### src/rtl/vc_pkg.sv
// vc_pkg: shared types for the victim cache controller.
package vc_pkg;
    typedef enum logic {VC_PROBE, VC_INSERT} vc_op_e;
    typedef enum logic [3:0] {IDLE, LKUP, LKCHK, INVAL, VRD, VCHK, WB, WR, DRTY, RESP} vc_state_e;
    localparam int VC_PERF_CNT_W = 16;
endpackage

### src/rtl/vc_victim_sel.sv
// vc_victim_sel: picks the lowest invalid way, else the round-robin way.
module vc_victim_sel #(
    parameter int NUM_WAYS = 4,
    localparam int WAY_W = $clog2(NUM_WAYS)
) (
    input  logic [NUM_WAYS-1:0] shadow_valid,
    input  logic [WAY_W-1:0]    rr_ptr,
    output logic [WAY_W-1:0]    victim,
    output logic                rr_advance
);
    always_comb begin
        victim = rr_ptr;
        for (int i = NUM_WAYS - 1; i >= 0; i--)
            if (!shadow_valid[i]) victim = WAY_W'(i);
    end
    assign rr_advance = &shadow_valid;
endmodule

### src/rtl/victim_cache_ctrl.sv
// victim_cache_ctrl: sequences tag_store commands for L1 probe/insert requests.
// Optional VC_PERF_CNT_EN adds saturating hit/miss/writeback counters.
module victim_cache_ctrl
    import vc_pkg::*;
#(
    parameter int TAG_WIDTH = 4,
    parameter int NUM_WAYS = 4,
    localparam int WAY_W = $clog2(NUM_WAYS)
) (
    input  logic                 clk,
    input  logic                 rst,
    input  logic                 req_valid,
    output logic                 req_ready,
    input  logic                 req_op,
    input  logic [TAG_WIDTH-1:0] req_tag,
    input  logic                 req_dirty,
    output logic                 resp_valid,
    output logic                 resp_hit,
    output logic [WAY_W-1:0]     resp_way,
    output logic                 ts_lookup_en,
    output logic                 ts_read_en,
    output logic                 ts_write_en,
    output logic                 ts_valid_clear,
    output logic                 ts_dirty_set,
    output logic                 ts_dirty_clear,
    output logic [TAG_WIDTH-1:0] ts_tag,
    output logic [WAY_W-1:0]     ts_way,
    input  logic                 ts_hit,
    input  logic [WAY_W-1:0]     ts_hit_way,
    input  logic                 ts_dirty_read,
    input  logic [TAG_WIDTH-1:0] ts_tag_read,
    output logic                 wb_valid,
    input  logic                 wb_ready,
    output logic [TAG_WIDTH-1:0] wb_tag
`ifdef VC_PERF_CNT_EN
    ,
    output logic [VC_PERF_CNT_W-1:0] hit_cnt,
    output logic [VC_PERF_CNT_W-1:0] miss_cnt,
    output logic [VC_PERF_CNT_W-1:0] wb_cnt
`endif
);
    vc_state_e state, next;
    vc_op_e op_q;
    logic [TAG_WIDTH-1:0] tag_q, wb_tag_q;
    logic dirty_q, hit_q;
    logic [WAY_W-1:0] way_q, rr_ptr, victim;
    logic [NUM_WAYS-1:0] shadow_valid;
    logic rr_advance;

    vc_victim_sel #(.NUM_WAYS(NUM_WAYS)) u_sel (
        .shadow_valid(shadow_valid),
        .rr_ptr(rr_ptr),
        .victim(victim),
        .rr_advance(rr_advance)
    );

    always_ff @(posedge clk) begin
        if (rst) state <= IDLE;
        else state <= next;
    end

    always_comb begin
        next = IDLE;
        case (state)
            IDLE:  next = req_valid ? LKUP : IDLE;
            LKUP:  next = LKCHK;
            LKCHK: next = op_q == VC_PROBE ? (ts_hit ? INVAL : RESP) :
                          (ts_hit || !rr_advance) ? WR : VRD;
            INVAL: next = RESP;
            VRD:   next = VCHK;
            VCHK:  next = ts_dirty_read ? WB : WR;
            WB:    next = wb_ready ? WR : WB;
            WR:    next = DRTY;
            DRTY:  next = RESP;
            RESP:  next = IDLE;
            default: next = IDLE;
        endcase
    end

    always_comb begin
        req_ready      = state == IDLE;
        resp_valid     = state == RESP;
        ts_lookup_en   = state == LKUP;
        ts_read_en     = state == VRD;
        ts_write_en    = state == WR;
        ts_valid_clear = state == INVAL;
        // a hit keeps its existing dirty bit; only a fresh clean line needs clearing
        ts_dirty_set   = state == DRTY && dirty_q;
        ts_dirty_clear = state == DRTY && !dirty_q && !hit_q;
        wb_valid       = state == WB;
    end

    assign ts_tag   = tag_q;
    assign ts_way   = way_q;
    assign resp_hit = hit_q;
    assign resp_way = way_q;
    assign wb_tag   = wb_tag_q;

    always_ff @(posedge clk) begin
        if (rst) begin
            op_q         <= VC_PROBE;
            tag_q        <= '0;
            dirty_q      <= 1'b0;
            hit_q        <= 1'b0;
            way_q        <= '0;
            wb_tag_q     <= '0;
            shadow_valid <= '0;
            rr_ptr       <= '0;
        end else begin
            if (state == IDLE && req_valid) begin
                op_q    <= vc_op_e'(req_op);
                tag_q   <= req_tag;
                dirty_q <= req_dirty;
            end
            if (state == LKCHK) begin
                hit_q <= ts_hit;
                if (ts_hit) way_q <= ts_hit_way;
                else if (op_q == VC_INSERT) begin
                    way_q <= victim;
                    if (rr_advance) rr_ptr <= rr_ptr + WAY_W'(1);
                end
            end
            if (state == VCHK) wb_tag_q <= ts_tag_read;
            if (state == WR) shadow_valid[way_q] <= 1'b1;
            if (state == INVAL) shadow_valid[way_q] <= 1'b0;
        end
    end

`ifdef VC_PERF_CNT_EN
    always_ff @(posedge clk) begin
        if (rst) begin
            hit_cnt  <= '0;
            miss_cnt <= '0;
            wb_cnt   <= '0;
        end else begin
            if (state == RESP && op_q == VC_PROBE && hit_q && hit_cnt != '1) hit_cnt <= hit_cnt + 1'b1;
            if (state == RESP && op_q == VC_PROBE && !hit_q && miss_cnt != '1) miss_cnt <= miss_cnt + 1'b1;
            if (wb_valid && wb_ready && wb_cnt != '1) wb_cnt <= wb_cnt + 1'b1;
        end
    end
`endif
endmodule
### config.mk
export PLATFORM = sky130hd
export DESIGN_NAME = victim_cache_ctrl
export DESIGN_NICKNAME = d
export VERILOG_FILES = /design/src/rtl/vc_pkg.sv /design/src/rtl/vc_victim_sel.sv /design/src/rtl/victim_cache_ctrl.sv
export SDC_FILE = /design/constraint.sdc
export NUM_CORES = 1
export LEC_CHECK = 0
export ABC_CLOCK_PERIOD_IN_PS = 1800
export CAP_MARGIN = 15
export CORE_MARGIN = 4
export CORE_UTILIZATION = 35
export CTS_BUF_LIST = sky130_fd_sc_hd__clkbuf_4 sky130_fd_sc_hd__clkbuf_8
export DETAILED_ROUTE_END_ITERATION = 8
export PLACE_DENSITY = 0.67
export SETUP_SLACK_MARGIN = 0.5
export SYNTH_ARGS = -nofsm -noshare
export SYNTH_HDL_FRONTEND = slang
export SYNTH_SLANG_ARGS = --single-unit
### constraint.sdc
create_clock -name clk -period 1.8 [get_ports clk]
set_input_delay 0.54 -clock clk [delete_from_list [all_inputs] [get_ports clk]]
set_output_delay 0.54 -clock clk [all_outputs]
set_load 0.1 [all_outputs]
==> metrics.csv <==
metric;value;unit
status;finished with violations;
violations;negative setup slack;
slew_headroom;0.774;
yosys_warnings;0;
skew;0.00780;ns
min_period;2.15;ns
powerDensity;763;mW/mm^2
fin_crit_sh;1.20;
path_class;reg2out;
hold_violations;0;
synth_top_area_cell;dfxtp_1;
critPathCapture;ts_dirty_clear;
port_buffers;39;
worstSetupStartpointType;flip-flop;
synth_top_family_by_area;simple AND/OR/NAND/NOR gates;
grt_pass1_wl;5310;um
dp_hpwl;2280;um
power.total;0.00169;W
ioPinCount;40;
ys.flop_type;dfxtp_1;
crit_path_end_kind;output pin;
fp.dieH;64.0;um
ant_nets;0;
antenna_found_initial;0;
syn-num-nets;141;
worstPathRequired;1.26;ns
place_congestion;0.838;
synthAdderAreaFrac;0;
hold_ws;0.538;ns
hp-class;reg2reg;
synth_edf_count;0;
ys_seq_area_frac;0.420;
synthArstFlopShare;0;
insertion_delay;0.33;ns
antenna_cells;0;
ir_worst_vdd;0.480;mV
routedWlPerCell;14.7;um
synthSimpleGateAreaFrac;0.253;
highest_layer;met4;
ys_ff_latch;23;
netlist_area;0.00110;mm^2
cts.htree.levels;1;
vias_per_cell;5.07;
cp_max_fo;3;
die-area;0.00409;mm^2
startpoint;state[0]$_SDFF_PP0_;
cp.arrival;1.61;ns
max_freq;464;MHz
slew_violations;0;
syn_area_per_cell;8.92;um^2
synth_top_area_frac;0.420;
std_cell_rows;20;
core_area;0.00303;mm^2
tightest_slew;0.339;ns
area_growth_syn_to_layout;102;%
dr.pass1.iters;4;
nNetsFinal;201;
grt_max_degree;17;
syn_inst;123;
fillCellCount;208;
start_util;0.362;
final_cells;226;
drc_errors;0;
synth_xor_area_frac;0.0160;
synth_compound_area_frac;0.149;
yosys.cell_types.count;36;
wl_met1;1290;um
die_w;64.0;um
synth_mux_area_frac;0.109;
rsz0062_at_grt;yes;
dr_wl_met2;1740;um
path_clk_slew;0.12;ns
drive_above_1_share;0.516;
setup_viol;9;
ys_top_cells_by_area;dfxtp_1, mux2i_1, nor2_1, a21oi_1, a311oi_1;
clkSinkCount;23;
cts_root_buf;clkbuf_4;
grt-ovfl-total;0;
num_vias;1146;
r2r_cells;9;
routed_wl;3330;um
grt_usage;0.164;
drt_iter0_drc;49;
r2r_start;state[3]$_SDFF_PP0_;
numCtsBuffers;3;
dp_cells;209;
cts_tree;done;
r2r-end;shadow_valid[3]$_SDFF_PP0_;
dp_worst_setup_slack;-0.0336;ns
r2r_slack;0.20;ns
leakagePower;0.814;nW
hold_buffers;0;
cts_buffer_depth;2;
met3_length;220;um
grt_pass1_vias;1145;
fin_ws;-0.354;ns
max_cap_viol_count;0;
## worst min-delay path by stage
stage / startpoint / endpoint / depth (start not counted)
global route: ts_tag[2]$_SDFFE_PP0P_ / ts_tag[2]$_SDFFE_PP0P_ / 2
detailed placement: ts_tag[2]$_SDFFE_PP0P_ / ts_tag[2]$_SDFFE_PP0P_ / 2
floorplan: rr_ptr[0]$_SDFFE_PP0P_ / rr_ptr[0]$_SDFFE_PP0P_ / 2
global placement: wb_tag[3]$_SDFFE_PP0N_ / wb_tag[3]$_SDFFE_PP0N_ / 2
CTS: ts_tag[2]$_SDFFE_PP0P_ / ts_tag[2]$_SDFFE_PP0P_ / 2
finish: ts_tag[2]$_SDFFE_PP0P_ / ts_tag[2]$_SDFFE_PP0P_ / 2
## critical path, stage by stage, from the launching register on
cell and delay, ns:
dfxtp_2 0.34, or4b_4 0.58, nor3_4 0.17, buf_12 0.20
## flip-flops by register name (all words and copies together), names as in the netlist
register      flops
shadow_valid      4
state             4
ts_tag            4
wb_tag            4
resp_way          2
rr_ptr            2
dirty_q           1
op_q              1
resp_hit          1
## what timing repair did
| item | CTS | global route |
|---|---|---|
| setup buffers | 8 | 5 |
| setup endpoints to repair | 45 | 43 |
| pin swaps | 11 | 4 |
| resized for setup | 25 | 11 |
## cell usage after synthesis, types with 2 or more instances
cell,number
nor3_1,5
clkbuf_1,4
inv_1,4
nand3b_1,2
nor3b_1,2
a311oi_1,4
nand2b_1,3
dfxtp_1,23
o21ai_0,3
a211oi_1,3
nor2b_1,3
a21oi_1,7
nor2_1,17
nand2_1,7
mux2i_1,12
buf_4,3
nor2_2,2
## per-stage QoR
stage | utilization | instance area, um^2 | TNS (ns)
after floorplan | - | 1280 | -4.05
after global placement | 0.638 | 1930 | -0.0279
after detailed placement | 0.638 | 1930 | -0.0439
after CTS | 0.703 | 2130 | -2.15
after global routing | 0.733 | 2220 | -2.70
final | 0.733 | 2220 | -2.09
## logic make-up after synthesis
logic type,Yosys count
buf+inv,12
flops,23
compound gates,24
simple gates,50
xor+xnor,2
mux,12
## final cells by class
cell class	instances	area, um^2	share of cell area
sequential	23	489	0.220
inverter	4	15.0	0.00676
clock inverter	1	5.00	0.00225
timing repair buffer	63	848	0.382
multi-input combinational	88	786	0.354
clock buffer	3	22.5	0.0101
tap	44	55.1	0.0248
## cell usage in the layout (no fill, tap or decap), drive strengths merged, types with 4 or more instances in the layout
master	Yosys	layout
nor2	19	19
inv	4	4
nor3	6	6
a21oi	7	7
clkdlybuf4s50	0	16
a311oi	4	4
dfxtp	23	23
nand2	8	8
buf	4	46
mux2i	12	12
## where the power goes
group	total, W	leakage [nW]	internal, W	switching (W)
Clock	0.000252	0.0177	0.0000836	0.000168
Combinational	0.000865	0.602	0.000357	0.000508
Sequential	0.000578	0.195	0.000544	0.0000332
Total	0.00169	0.814	0.000985	0.000709
## per-layer routing
metal / vias up / global-route usage
met5: - / 0
met4: 0 / 0.0647
met3: 9 / 0.0369
met2: 41 / 0.286
met1: 541 / 0.193
li1: 555 / -
No activity file was read; power rests on OpenSTA's default activity.
